### src/rtl/hit_word_serializer.sv
// rtl/hit_word_serializer.sv - pops hit words from the read side of the hit FIFO and streams them MSB byte first
module hit_word_serializer #(
  parameter int WORD_W = 64,
  parameter int CNT_W  = 16
) (
  input  logic              rd_clk,
  input  logic              rst_n,
  input  logic              enable,
  input  logic [15:0]       source_mask,
  input  logic [WORD_W-1:0] fifo_dout,
  input  logic              fifo_empty,
  output logic              fifo_rd_en,
  output logic [7:0]        dout,
  output logic              dout_valid,
  output logic              dout_last,
  input  logic              dout_ready,
  output logic              busy,
  output logic [CNT_W-1:0]  sent_cnt,
  output logic [CNT_W-1:0]  drop_cnt
);

  localparam int NBYTES = WORD_W / 8;
  localparam int IDX_W  = (NBYTES > 1) ? $clog2(NBYTES) : 1;
  localparam logic [IDX_W-1:0] LAST_IDX = IDX_W'(NBYTES - 1);

  typedef enum logic [1:0] {IDLE, FETCH, SEND} state_t;

  state_t            state;
  logic [WORD_W-1:0] shreg;
  logic [IDX_W-1:0]  idx;
  logic              pop;
  logic              keep;
  logic              last_accept;

  // rst_n is folded in so no pop can slip out while the block is held in reset
  assign pop         = enable & ~fifo_empty & rst_n;
  // source field sits in the top nibble of the word presented in FETCH
  assign keep        = source_mask[fifo_dout[WORD_W-1 -: 4]];
  assign last_accept = dout_valid & dout_ready & (idx == LAST_IDX);
  assign busy        = (state != IDLE);

  // Pop strobe: start from idle, chain after a dropped word, or chain on the handshake of the final byte
  always_comb begin
    fifo_rd_en = 1'b0;
    case (state)
      IDLE:    fifo_rd_en = pop;
      FETCH:   fifo_rd_en = pop & ~keep;
      SEND:    fifo_rd_en = pop & last_accept;
      default: fifo_rd_en = 1'b0;
    endcase
  end

  // Word sequencer: filter in FETCH, then walk the bytes out under valid/ready with outputs held on stall
  always_ff @(posedge rd_clk or negedge rst_n) begin
    if (!rst_n) begin
      state      <= IDLE;
      shreg      <= '0;
      idx        <= '0;
      dout       <= '0;
      dout_valid <= 1'b0;
      dout_last  <= 1'b0;
      sent_cnt   <= '0;
      drop_cnt   <= '0;
    end else begin
      case (state)
        IDLE: begin
          if (pop) state <= FETCH;
        end
        FETCH: begin
          if (keep) begin
            // shreg keeps only the bytes still to be sent, so the next byte is always its top byte
            shreg      <= fifo_dout << 8;
            idx        <= '0;
            dout       <= fifo_dout[WORD_W-1 -: 8];
            dout_valid <= 1'b1;
            dout_last  <= (NBYTES == 1);
            state      <= SEND;
          end else begin
            drop_cnt <= drop_cnt + 1'b1;
            state    <= pop ? FETCH : IDLE;
          end
        end
        SEND: begin
          if (dout_valid && dout_ready) begin
            if (idx != LAST_IDX) begin
              shreg     <= shreg << 8;
              idx       <= idx + 1'b1;
              dout      <= shreg[WORD_W-1 -: 8];
              dout_last <= ((idx + 1'b1) == LAST_IDX);
            end else begin
              sent_cnt   <= sent_cnt + 1'b1;
              dout_valid <= 1'b0;
              dout_last  <= 1'b0;
              state      <= pop ? FETCH : IDLE;
            end
          end
        end
        default: state <= IDLE;
      endcase
    end
  end

endmodule

### config.mk
export PLATFORM = sky130hd
export DESIGN_NAME = hit_word_serializer
export DESIGN_NICKNAME = d
export VERILOG_FILES = /design/src/rtl/hit_word_serializer.sv
export SDC_FILE = /design/constraint.sdc
export NUM_CORES = 1
export LEC_CHECK = 0
export ABC_AREA = 1
export BUFFER_PORTS_ARGS = -buffer_cell sky130_fd_sc_hd__buf_2
export CAP_MARGIN = 20
export CORE_MARGIN = 1
export CORE_UTILIZATION = 58
export DETAILED_ROUTE_END_ITERATION = 12
export GPL_ROUTABILITY_DRIVEN = 0
export PLACE_DENSITY = 0.94
export SLEW_MARGIN = 0
export SYNTH_ARGS = -nofsm -noshare
export SYNTH_HDL_FRONTEND = slang
export SYNTH_SLANG_ARGS = --single-unit
### constraint.sdc
create_clock -name rd_clk -period 5.3 [get_ports rd_clk]
set_clock_uncertainty 0.15 [all_clocks]
set_input_delay 0 -clock rd_clk [delete_from_list [all_inputs] [get_ports rd_clk]]
set_output_delay 0 -clock rd_clk [all_outputs]
set_load 0.005 [all_outputs]
==> results, run 1 <==
- The die is 96.14 um tall.
- Cells fill 79.36% of the core in the end.
- Relative to the synthesized area, the layout overhead comes to 29.41%.
- The summed negative setup slack over all endpoints is 0 ns.
- The antenna diode count is 0.
- The number of design-rule violations left by the first detailed-router iteration is 209.
- Leaving out filler cells and counting taps, the final layout contains 854.
- The hold violation total from the final report is 0.
- After clock tree synthesis, the flow added hold-fix buffers numbering 66.
- The share of flip-flops with an asynchronous set or reset after synthesis is 100.0%.
- The number of nets in the finished design is 838.
- The tool flagged a number of max-cap violations equal to 0.
- The placeable core region is 0.008382 mm^2.
- The maximum vdd ir drop is 0.2723 mV.
- The flow ran to the end, and the final reports show no timing, DRC or antenna violations.
- The number of nets in the synthesized netlist is 653.
- In this run the tool buffered the top-level ports with 128 buffer cells.
- The total number of yosys warnings is 0.
- Setup repair after global routing left no endpoint under its margin.
- For this block, the routed nets add up to 13.23 mm of wire.
- The clock latency of the later-clocked register in the worst-skew pair is 0.36 ns.
- In this run the count of I/O pins placed on the die edge is 129.
- The compound-cell area share of the yosys netlist is 8.228%.
- At the worst endpoint, the arrival time is 3.05 ns.
- The multiplexer area fraction after synthesis is 10.35%.
- After synthesis, the largest area contributor takes up 50.15% of total cell area.
- The max-slew violation count is 0.
- The share of the cycle needed by the critical path after routing is 55.89%.
- The initialized floorplan defines 33 standard-cell rows.
- The cell taking the most area after synthesis is dfrtp_1.
- Before CTS, the worst setup slack after placement is 2.355 ns.
- Synthesis produced 559 cells.
- The die is 96.14 um wide.
- The type of the worst min-delay path is input pin to asynchronous set/reset pin.
- TritonCTS built the clock tree.
- The nature of the critical path endpoint is a register.
- The number of synthesized register bits is 103.
- The final setup violation count is 0.
- The via count normalized by instance count is 5.423.
- Entering global routing, the biggest net connects 81 pins.
- The required arrival time at the worst endpoint is 5.39 ns.
- The main combinational cell family by area after synthesis is simple AND/OR/NAND/NOR gates.
- The sequential share of the synthesized area is 50.15%.
- The clock drives 103 sinks.
- The final routed wire length divided by cell count is 15.49 um.
- The setup slack after layout is 2.338 ns.
- Counting I/O delays and the setup requirement, the final critical path takes 2.962 ns.
- The number of CTS-inserted buffers is 9.
- The initial antenna violation count is 0.
- The remaining max-slew budget at the tightest pin is 48.20%.
- The cell leakage power is 3.300 nW.
- The initial core utilization is 61.32%.
- The timing-limited maximum frequency is 0.3376 GHz.
- In this run the clock root is driven by a clkbuf_8.
- The first-pass GRT wire length is 21.17 mm.
- Final hold analysis gives a worst-case slack of 0.03765 ns.
- The detailed-router iteration count before antenna repair is 4.
- In the final layout, the share of cells above drive strength 1 is 21.76%.
- After clock tree synthesis, the clock-pin slew on the worst setup and hold paths is 0.11 ns.
- The xor-xnor portion of the synthesized cell area is 4.601%.
- Global routing consumed, over all layers together, 30.28% of the routing resources.
- The worst setup path is launched from a register.
- The post-synthesis share of cell area spent on and, or, nand and nor gates is 18.21%.
- The layout has 543 filler cells.
- The predominant post-synthesis flop cell is dfrtp_1.
- At the pin with the least slew margin, the transition time is 0.7770 ns.
- The number of buffers inserted to repair setup after CTS is 0.
- The path type of the worst setup path is register to register.
- The cell area after synthesis is 0.005140 mm^2.
- The power density over the cells is 439.2 mW/mm^2.
- The die covers 0.009242 mm^2.
- The post-detailed-placement half-perimeter wirelength is 8.104 mm.
- After synthesis, the cell types taking the most area are dfrtp_1, nand2_1, mux2i_1, o21ai_1, o21ai_0.
- The number of buffers on the longest clock path is 2.
- The DRC violations left is 0.
- The total of cells resized after clock tree synthesis is 0.
- The netlist uses 32 different library cells.
- The leftover overflow at the end of global routing is 0.
- The deepest level of the CTS H-tree is 3.
- After detailed placement, the design holds a cell count of 772.
- The remaining antenna violation count is 0.
- The routed via count is 4631.
- In the layout the commonest cells are nand2_1, buf_2, dfrtp_1.
- The synthesized design contains 0 enable-type register cells.
- Each instance of the synthesized netlist takes up on average 9.195 um^2.
- The via count of the first global-routing pass is 4736.
- The maximum fanout count along the critical path is 80.
- The library cell used most frequently in the layout, excluding fill and tap cells, is nand2_1.
- The adder-cell share of the synthesized area is 2.191%.
[worst max-delay path, stage by stage (launching register included)]
cell	delay, ns
dfrtp_1	0.42
inv_1	0.13
ha_4	0.44
nor2_1	0.10
a21oi_1	0.23
nand3_4	0.60
buf_4	0.53
nand2_1	0.14
o21ai_1	0.08
[registers in the layout, indices dropped and copies added, names as in the netlist]
| signal | cells |
|---|---|
| dout_last | 1 |
| state | 2 |
| dout_valid | 1 |
| dout | 8 |
| sent_cnt | 16 |
| drop_cnt | 16 |
| shreg | 56 |
| idx | 3 |
[stage by stage]
stage	area, um^2	power, W
6_report	6651	0.002922
5_1_grt	6651	0.003131
4_1_cts	6651	0.002885
3_5_place_dp	5802	0.002375
3_3_place_gp	5802	0.002294
2_1_floorplan	5140	0.002111
[synth_stat cells (2+ instances only)]
library cell	count
nand2_1	147
dfrtp_1	103
mux2i_1	52
inv_1	44
o21ai_1	41
o21ai_0	39
nand3_1	19
nor2_1	19
xor2_1	19
ha_1	9
nand4_1	8
xnor2_1	8
buf_2	6
buf_6	6
clkbuf_1	6
nor3_1	5
nor2_2	4
a21oi_1	3
nand3b_1	3
buf_1	2
buf_4	2
nand2_2	2
nand3_2	2
nand3_4	2
[cell type report]
cell class | instances | area [um^2] | area share [%]
flip-flops and latches | 103 | 2577 | 38.75
multi-input cells | 387 | 2252 | 33.86
repair buffers | 197 | 1326 | 19.94
inverters | 46 | 175.2 | 2.634
clock buffers | 10 | 137.6 | 2.069
well taps | 105 | 131.4 | 1.975
clock inverters | 6 | 51.30 | 0.7713
[logic make-up after synthesis]
kind of cell / after synthesis
and+or+nand+nor: 214
buffers and inverters: 69
xor gates and xnor gates: 27
muxes: 53
AOI/OAI and AO/OA: 84
DFF: 103
adders and majority gates: 9
[final timing paths]
check | start | to | slack (ns) | cells past startpoint
setup / recovery | state[0] | shreg[39] | 2.34 | 8
hold / removal | rst_n | drop_cnt[9] | 0.04 | 2
setup reg to reg | state[0] | shreg[39] | 2.34 | 8
hold reg to reg | sent_cnt[15] | sent_cnt[15] | 0.33 | 1
max in group asynchronous | rst_n | drop_cnt[14] | 3.79 | 3
min in group rd_clk | fifo_dout[61] | dout[5] | 0.05 | 5
[metal layers]
metal | vias up | track usage (%) | wire (um)
li1 | 2192 | - | -
met5 | - | 0 | 0
met4 | 0 | 15.55 | 507
met1 | 2203 | 33.30 | 5116
met3 | 47 | 4.897 | 696
met2 | 189 | 55.85 | 6909
[report_power, final]
group | internal [W] | switching, W | total [W]
sequential | 0.00108 | 0.000200 | 0.00128
clock | 0.000191 | 0.000289 | 0.000480
combinational | 0.000448 | 0.000711 | 0.00116
total | 0.00172 | 0.00120 | 0.00292
(Power assumes the default switching activity.)
==> run 2: changes to the inputs <==
--- a/config.mk
+++ b/config.mk
@@ -9,10 +9,10 @@
 export BUFFER_PORTS_ARGS = -buffer_cell sky130_fd_sc_hd__buf_2
 export CAP_MARGIN = 20
 export CORE_MARGIN = 1
-export CORE_UTILIZATION = 58
+export CORE_UTILIZATION = 48
 export DETAILED_ROUTE_END_ITERATION = 12
 export GPL_ROUTABILITY_DRIVEN = 0
-export PLACE_DENSITY = 0.94
+export PLACE_DENSITY = 0.84
 export SLEW_MARGIN = 0
 export SYNTH_ARGS = -nofsm -noshare
 export SYNTH_HDL_FRONTEND = slang
==> constraint.sdc (replaced) <==
create_clock -name rd_clk -period 2.4 [get_ports rd_clk]
set_clock_uncertainty 0.15 [all_clocks]
set_input_delay 0 -clock rd_clk [delete_from_list [all_inputs] [get_ports rd_clk]]
set_output_delay 0 -clock rd_clk [all_outputs]
set_load 0.005 [all_outputs]
==> run 2 against run 1 <==
Compared with the run above:
- hold slack lost 0.031 ns
- highest routed layer unchanged
- power grew 130%
- count of clock-buffer cells in the layout shrank 1
- largest power group unchanged
- sequential cell count is the same
- global-route usage shrank 6.3 points
- die area grew 20%
- critical path type is now input pin to register
- worst setup slack lost 2.1 ns
- largest cell class unchanged
- final cell count grew 4.3%
- routed wire length shrank 3.3%
==> results, run 2 (synthesis gave the netlist of run 1 again) <==
- The flow ran to the end, and the final reports show no timing, DRC or antenna violations.
- The cell with the largest stage delay on the worst path is dlygate4sd3_1.
- The final setup violation count is 0 (unchanged).
- The detailed-router iteration count before antenna repair is 7 (+3).
- The worst endpoint data arrival time is 2.35 ns (-0.70 ns).
- The filler cell count was 798 (+47%).
- The setup slack after layout is 0.2131 ns (-2.125 ns).
- The first-pass GRT wire length is 20.96 mm (-0.98%).
- The worst path in the final design needs a cycle of 2.187 ns, including I/O delays and setup.
- The number of flip-flops under the largest register name is 56 (unchanged).
- The power density over the cells is 985.4 mW/mm^2 (+120%).
- The startpoint class of the critical path is an input pin.
- The site row count is 37 (+12%).
- The area used by sequential logic in the layout was 0.002577 mm^2 (unchanged).
- The routed via count is 4496 (-2.9%).
- The maximum fanout count along the critical path is 4 (-95%).
- The maximum number of pins on one net before global-route repair is 84 (+3.7%).
- The fraction of power spent switching nets was 38.21% (-2.8 points).
- The startpoint of the worst register-to-register path is state[1].
- The vertical extent of the die came to 105.5 um (+9.7%).
- The register with the most flip-flops in the final layout is shreg.
- Broken down by cell family, the worst path's largest delay share belongs to buffers and inverters.
- The share of post-route cells with drive strength above 1 is 22.12% (+0.36 points).
- The port buffer count is 128 (unchanged).
- The summed negative setup slack over all endpoints was 0 ns (unchanged).
- The die span in x is 105.5 um (+9.7%).
- The delay of the slowest cell on the worst path is 0.61 ns (about the same).
- In this run the critical register-to-register path is captured at shreg[18].
- The initial core utilization is 49.57% (-12 points).
- The global-route usage over all layers is 23.96% (-6.3 points).
- The number of nets in the finished design is 846 (+0.95%).
- The share of power burned in registers came to 41.8% (-2.1 points).
- The post-route non-filler standard cell count is 891 (+4.3%).
- The setup slack after placement is 0.2267 ns (-2.129 ns).
- The leftover overflow at the end of global routing is 0 (unchanged).
- The die area is 0.01113 mm^2 (+20%).
- The number of CTS-inserted buffers is 9 (unchanged).
- The combinational fraction of design power is 39.2% (-0.5 points).
- The DRC violations left is 0 (unchanged).
- The logic depth of the worst register-to-register path came to 8 (unchanged).
- The total wirelength of the detailed-routed design is 12.80 mm (-3.3%).
- The part of the power in the clock network came to 19.0% (+2.6 points).
- The antenna diode count is 0 (unchanged).
- The launch point of the critical path is rst_n.
- The most common cell after layout, fill and taps aside is nand2_1.
- The hold violation total from the final report is 0 (unchanged).
- The final hold slack came to 0.006157 ns (-0.03149 ns).
- In the finished design, the share of the clock period the worst path needs comes to 91.12%.
- The setup slack of the worst register-to-register path is 0.28 ns (-2.06 ns).
- The clock-pin slew on the worst setup and hold paths is 0.10 ns (about the same).
- The clock latency of the later-clocked register in the worst-skew pair is 0.37 ns (about the same).
- The remaining max-slew budget at the tightest pin was 64.48% (+16 points).
- The via count of the first global-routing pass is 4634 (-2.2%).
- The cell sitting at the root of the clock tree is a clkbuf_8.
- Setup repair after global routing left no endpoint under its margin.
- The number of buffers on the longest clock path was 2 (unchanged).
- Walking the worst path, the cells encountered are dlygate4sd3_1, buf_4, nand2_1, nor2_1, dlygate4sd3_1, nand4_1, nand3_1, dlygate4sd3_1, nand2_1, nand2_1.
- The initial antenna violation count came to 0 (unchanged).
- In the final layout, the registers with the most flip-flops are shreg: 56 flops, drop_cnt: 16 flops, sent_cnt: 16 flops.
- The deepest level of the CTS H-tree is 3 (unchanged).
- In the layout the commonest cells are nand2_1, buf_2, dfrtp_1.
- The number of design-rule violations left by the first detailed-router iteration is 288 (+38%).
- The internal power consumption is 0.004176 W (+140%).
- The cell count after placement is 805 (+4.3%).
- The required arrival time at the worst endpoint came to 2.56 ns (-2.83 ns).
- The buffering stage count on the worst path with inverters included is 4 (+2).
- The post-detailed-placement half-perimeter wirelength is 8.045 mm (-0.72%).
- The cell leakage power was 3.378 nW (+2.4%).
- The timing-limited maximum frequency is 0.4573 GHz.
- The area occupied by multi-input gates was 0.002252 mm^2 (unchanged).
- The reported max-cap violation count came to 0 (unchanged).
- The TritonCTS sink count is 103 (unchanged).
- The relative area change from synthesis to final layout is 33.45%.
- The maximum vdd ir drop came to 0.6091 mV (+120%).
- The remaining antenna violation count is 0 (unchanged).
- The total placed instance area is 0.005881 mm^2 (+1.4%).
- The path type of the worst setup path is input pin to register.
- The final routed wire length divided by cell count is 14.36 um (-7.3%).
- The cell area after layout was 0.006859 mm^2 (+3.1%).
- The placeable core region is 0.01037 mm^2 (+24%).
- The via count normalized by instance count is 5.046 (-6.9%).
- The max-slew violation count is 0 (unchanged).
- The worst-margin pin slew is 0.5328 ns (-0.2442 ns).
- TritonCTS built the clock tree.
- The I/O pin count came to 129 (unchanged).
- The type of the worst min-delay path is input pin to asynchronous set/reset pin.
- The worst setup path is captured at a register.
- The net switching component of the power is 0.002583 W (+120%).
==> run 2: changes by cell type in the layout (fill, tap and decap cells not counted), sizes merged <==
cell         change
inv              -2
buf              +5
clkinv           -2
dlygate4sd3      +2
bufinv           +3
==> run 2: final cells by class <==
| type | instances | share of cell area, % |
|---|---|---|
| Clock buffer | 9 | 1.806 |
| Clock inverter | 5 | 1.551 |
| Sequential cell | 103 | 37.58 |
| Inverter | 46 | 2.554 |
| Multi-Input combinational cell | 387 | 32.83 |
| Tap cell | 136 | 2.481 |
| Timing Repair Buffer | 205 | 21.20 |
==> run 2: metrics by stage <==
step	utilization, %	power [W]
after floorplan	-	0.004661
after global placement	56.71	0.005166
after detailed placement	56.71	0.005302
after CTS	65.69	0.006684
after global routing	66.14	0.007247
final	66.14	0.006759
==> run 2: timing repair <==
item                                    4_1_cts  5_1_grt
hold buffers                                 69        0
gates resized for setup                       0        1
endpoints found under the setup margin        0        1
hold endpoints to repair                    170        0
buffers inserted                              0        2
==> run 2: per-layer routing <==
layer / global-route usage [%] / share of wire [%] / up-vias
met4: 8.954 / 2.0 / 0
met5: 0 / 0 / -
met2: 44.60 / 53 / 146
met1: 27.26 / 41 / 2114
li1: - / - / 2209
met3: 4.143 / 4.6 / 27
==> run 2: how the worst max path moves through the flow <==
stage | cells past startpoint | to
CTS | 8 | fifo_rd_en
detailed placement | 12 | sent_cnt[15]
finish | 10 | state[0]
global placement | 12 | sent_cnt[15]
floorplan | 13 | sent_cnt[15]
global route | 8 | fifo_rd_en
==> run 2: power groups by stage <==
stage	Clock, W	Sequential, W	Combinational (W)
CTS	0.00131	0.00281	0.00257
global placement	0	0.00280	0.00236
floorplan	0	0.00273	0.00193
detailed placement	0	0.00284	0.00246
global route	0.00137	0.00289	0.00299
finish	0.00128	0.00282	0.00265
==> run 2: worst register-to-register path, delay by kind of cell (launching register included) <==
family / cells / cell delay, ns
AOI/OAI and AO/OA: 2 / 0.34
adders and majority gates: 1 / 0.30
and+or+nand+nor: 3 / 0.36
buffers and inverters: 2 / 0.40
DFF: 1 / 0.45
==> run 3: changes to the inputs <==
--- a/config.mk
+++ b/config.mk
@@ -7,12 +7,12 @@
 export LEC_CHECK = 0
 export ABC_AREA = 1
 export BUFFER_PORTS_ARGS = -buffer_cell sky130_fd_sc_hd__buf_2
-export CAP_MARGIN = 20
 export CORE_MARGIN = 1
 export CORE_UTILIZATION = 48
+export CTS_BUF_LIST = sky130_fd_sc_hd__clkbuf_16
 export DETAILED_ROUTE_END_ITERATION = 12
 export GPL_ROUTABILITY_DRIVEN = 0
-export PLACE_DENSITY = 0.84
+export PLACE_DENSITY = 0.76
 export SLEW_MARGIN = 0
 export SYNTH_ARGS = -nofsm -noshare
 export SYNTH_HDL_FRONTEND = slang
==> run 3 against run 2 <==
Compared with the run above:
- clock power up 23%
- hold slack better by 0.031 ns
- via count decreased by 0.38%
- largest cell class unchanged
- largest power group unchanged
==> results, run 3 (synthesis gave the netlist of run 1 again) <==
- The flow ran to the end, and the final reports show no timing, DRC or antenna violations.
- The worst min-delay path endpoint is state[0].
- The register with the most flip-flops in the final layout is shreg.
- The final setup violation count came to 0 (unchanged).
- TritonCTS built the clock tree.
- The initial antenna violation count is 0 (unchanged).
- The DRC violations left is 0 (unchanged).
- The power density over the cells was 1014 mW/mm^2 (+2.9%).
- The max-slew violation count was 0 (unchanged).
- The reported max-cap violation count is 0 (unchanged).
- The relative area change from synthesis to final layout is 33.47% (about the same).
- The fraction of the core area covered by cells at the end of the flow is 66.16% (about the same).
- The number of flip-flops under the largest register name is 56 (unchanged).
- The share of the cycle needed by the critical path after routing was 92.64% (+1.5 points).
- The setup slack after placement is 0.3055 ns (+0.07883 ns).
- The nature of the critical path endpoint is a register.
- The post-detailed-placement half-perimeter wirelength was 8.072 mm (+0.34%).
- The origin of the worst min-delay path is enable.
- The first-pass GRT wire length came to 20.67 mm (-1.4%).
- The via count normalized by instance count came to 5.044 (about the same).
- The cell leakage power is 3.385 nW (+0.21%).
- The timing-limited maximum frequency is 0.4498 GHz (-1.6%).
- The maximum number of pins on one net before global-route repair came to 127 (+51%).
- The top cell types in the final layout, fill and taps aside, are nand2_1, buf_2, dfrtp_1.
- The maximum vdd ir drop came to 0.8483 mV (+39%).
- Walking the worst path, the cells encountered are inv_1, ha_4, buf_4, a21oi_1, nand3_4, buf_12, nand2_1, o21ai_1.
- The slowest stage of the critical path is the dfrtp_1 cell.
- The total placed instance area is 0.005868 mm^2 (-0.21%).
- The clock latency of the later-clocked register in the worst-skew pair is 0.35 ns (-0.02 ns).
- The hold violation total from the final report is 0 (unchanged).
- The share of post-route cells with drive strength above 1 came to 21.81% (-0.31 points).
- The die span in x was 105.5 um (unchanged).
- The global-route usage over all layers is 23.33% (-0.63 points).
- The worst hold path was traced through 7 stages.
- The number of buffers inserted to repair setup after CTS is 0 (unchanged).
- The startpoint of the worst register-to-register path is state[0].
- The die area is 0.01113 mm^2 (unchanged).
- The number of buffers on the longest clock path is 2 (unchanged).
- The endpoint identified for the worst register-to-register timing path is shreg[43].
- The buffering stage count on the worst path with inverters included is 3 (-1).
- The startpoint class of the critical path is a register.
- The I/O pin count was 129 (unchanged).
- The setup slack after layout was 0.1766 ns (-0.03645 ns).
- The initial core utilization was 49.57% (unchanged).
- The total wirelength of the detailed-routed design was 12.55 mm (-1.9%).
- The total of cells resized after clock tree synthesis came to 0 (unchanged).
- The category of cells accounting for the largest share of critical-path delay is buffers and inverters.
- The delay of the slowest cell on the worst path is 0.42 ns (-0.19 ns).
- The cell area after layout is 0.006860 mm^2 (about the same).
- The final routed wire length divided by cell count is 14.13 um (-1.6%).
- The largest registers in the layout are shreg: 56 flops, drop_cnt: 16 flops, sent_cnt: 16 flops.
- The cell at the root of the clock tree is clkbuf_16.
- The worst endpoint data arrival time is 2.32 ns (-0.03 ns).
- The deepest level of the CTS H-tree is 3 (unchanged).
- The leftover overflow at the end of global routing is 0 (unchanged).
- The detailed-router iteration count before antenna repair is 4 (-3).
- The site row count came to 37 (unchanged).
- The port buffer count is 128 (unchanged).
- The final hold slack was 0.03670 ns (+0.03054 ns).
- The logic depth of the worst register-to-register path is 8 (unchanged).
- The required arrival time at the worst endpoint is 2.50 ns (-0.06 ns).
- The summed negative setup slack over all endpoints is 0 ns (unchanged).
- Setup repair after global routing left no endpoint under its margin.
- The via count of the first global-routing pass is 4518 (-2.5%).
- The number of nets in the finished design is 841 (-0.59%).
- The number of design-rule violations left by the first detailed-router iteration is 231 (-20%).
- The routed via count is 4479 (-0.38%).
- The setup slack of the worst register-to-register path is 0.18 ns (-0.10 ns).
- The number of CTS-inserted buffers came to 9 (unchanged).
- The antenna diode count came to 0 (unchanged).
- The clock period minus final worst setup slack was 2.223 ns (+0.03645 ns).
- The maximum fanout count along the critical path is 126 (+122).
- The placeable core region is 0.01037 mm^2 (unchanged).
- The worst-margin pin slew is 0.7249 ns (+0.1922 ns).
- The remaining antenna violation count was 0 (unchanged).
- The worst setup path is of the register to register kind.
- The TritonCTS sink count is 103 (unchanged).
- The type of the worst min-delay path is input pin to register.
- The clock-pin slew on the worst setup and hold paths is 0.07 ns (-0.03 ns).
- The remaining max-slew budget at the tightest pin was 51.51% (-13 points).
- The vertical extent of the die is 105.5 um (unchanged).
- Leaving out fill and tap cells, the most frequent cell in the layout is nand2_1.
==> run 3: worst min-delay path, cell delays in order <==
cell and delay (ns):
buf_2 0.10, nand2_1 0.04, nor2_1 0.07, nand4_1 0.10
nand3_1 0.07, nand2_1 0.06, nand2_1 0.05
==> run 3: metrics by stage <==
step / instances / power [W]
2_1_floorplan: 559 / 0.004661
3_3_place_gp: 805 / 0.005154
3_5_place_dp: 805 / 0.005278
4_1_cts: 888 / 0.006960
5_1_grt: 888 / 0.007443
6_report: 888 / 0.006957
==> run 3: what timing repair did <==
| item | in CTS | in global routing |
|---|---|---|
| setup endpoints to repair | 0 | 0 |
| hold buffers | 67 | 0 |
| endpoints found under the hold margin | 168 | 0 |
==> run 3: final cells by class <==
class                      count  area (um^2)
multi-input combinational    387         2252
fill                         835         3510
timing repair buffer         200         1364
sequential                   103         2577
tap                          136        170.2
clock inverter                 7        96.34
inverter                      46        175.2
clock buffer                   9        225.2
==> run 3: metal layers <==
| metal | track usage, % | vias up | wire length, um | share of wire, % |
|---|---|---|---|---|
| li1 | - | 2211 | - | - |
| met1 | 27.75 | 2120 | 5358 | 43 |
| met2 | 42.06 | 122 | 6433 | 51 |
| met3 | 5.009 | 26 | 505 | 4.0 |
| met4 | 7.042 | 0 | 252 | 2.0 |
| met5 | 0 | - | 0 | 0 |
==> run 3: worst max path at each step <==
stage	cells past startpoint	to	slack [ns]	from
after global routing	7	shreg[43]	0.03	state[1]
after floorplan	13	sent_cnt[15]	0.44	state[0]
after global placement	5	shreg[62]	0.37	state[0]
after detailed placement	6	idx[1]	0.31	state[1]
final	8	shreg[43]	0.18	state[0]
after CTS	8	fifo_rd_en	0.24	state[0]
==> run 3: report_power, final <==
| part | internal (W) | total (W) | switching [W] |
|---|---|---|---|
| clock network | 0.000920 | 0.00158 | 0.000658 |
| registers | 0.00239 | 0.00282 | 0.000427 |
| logic | 0.00102 | 0.00256 | 0.00154 |
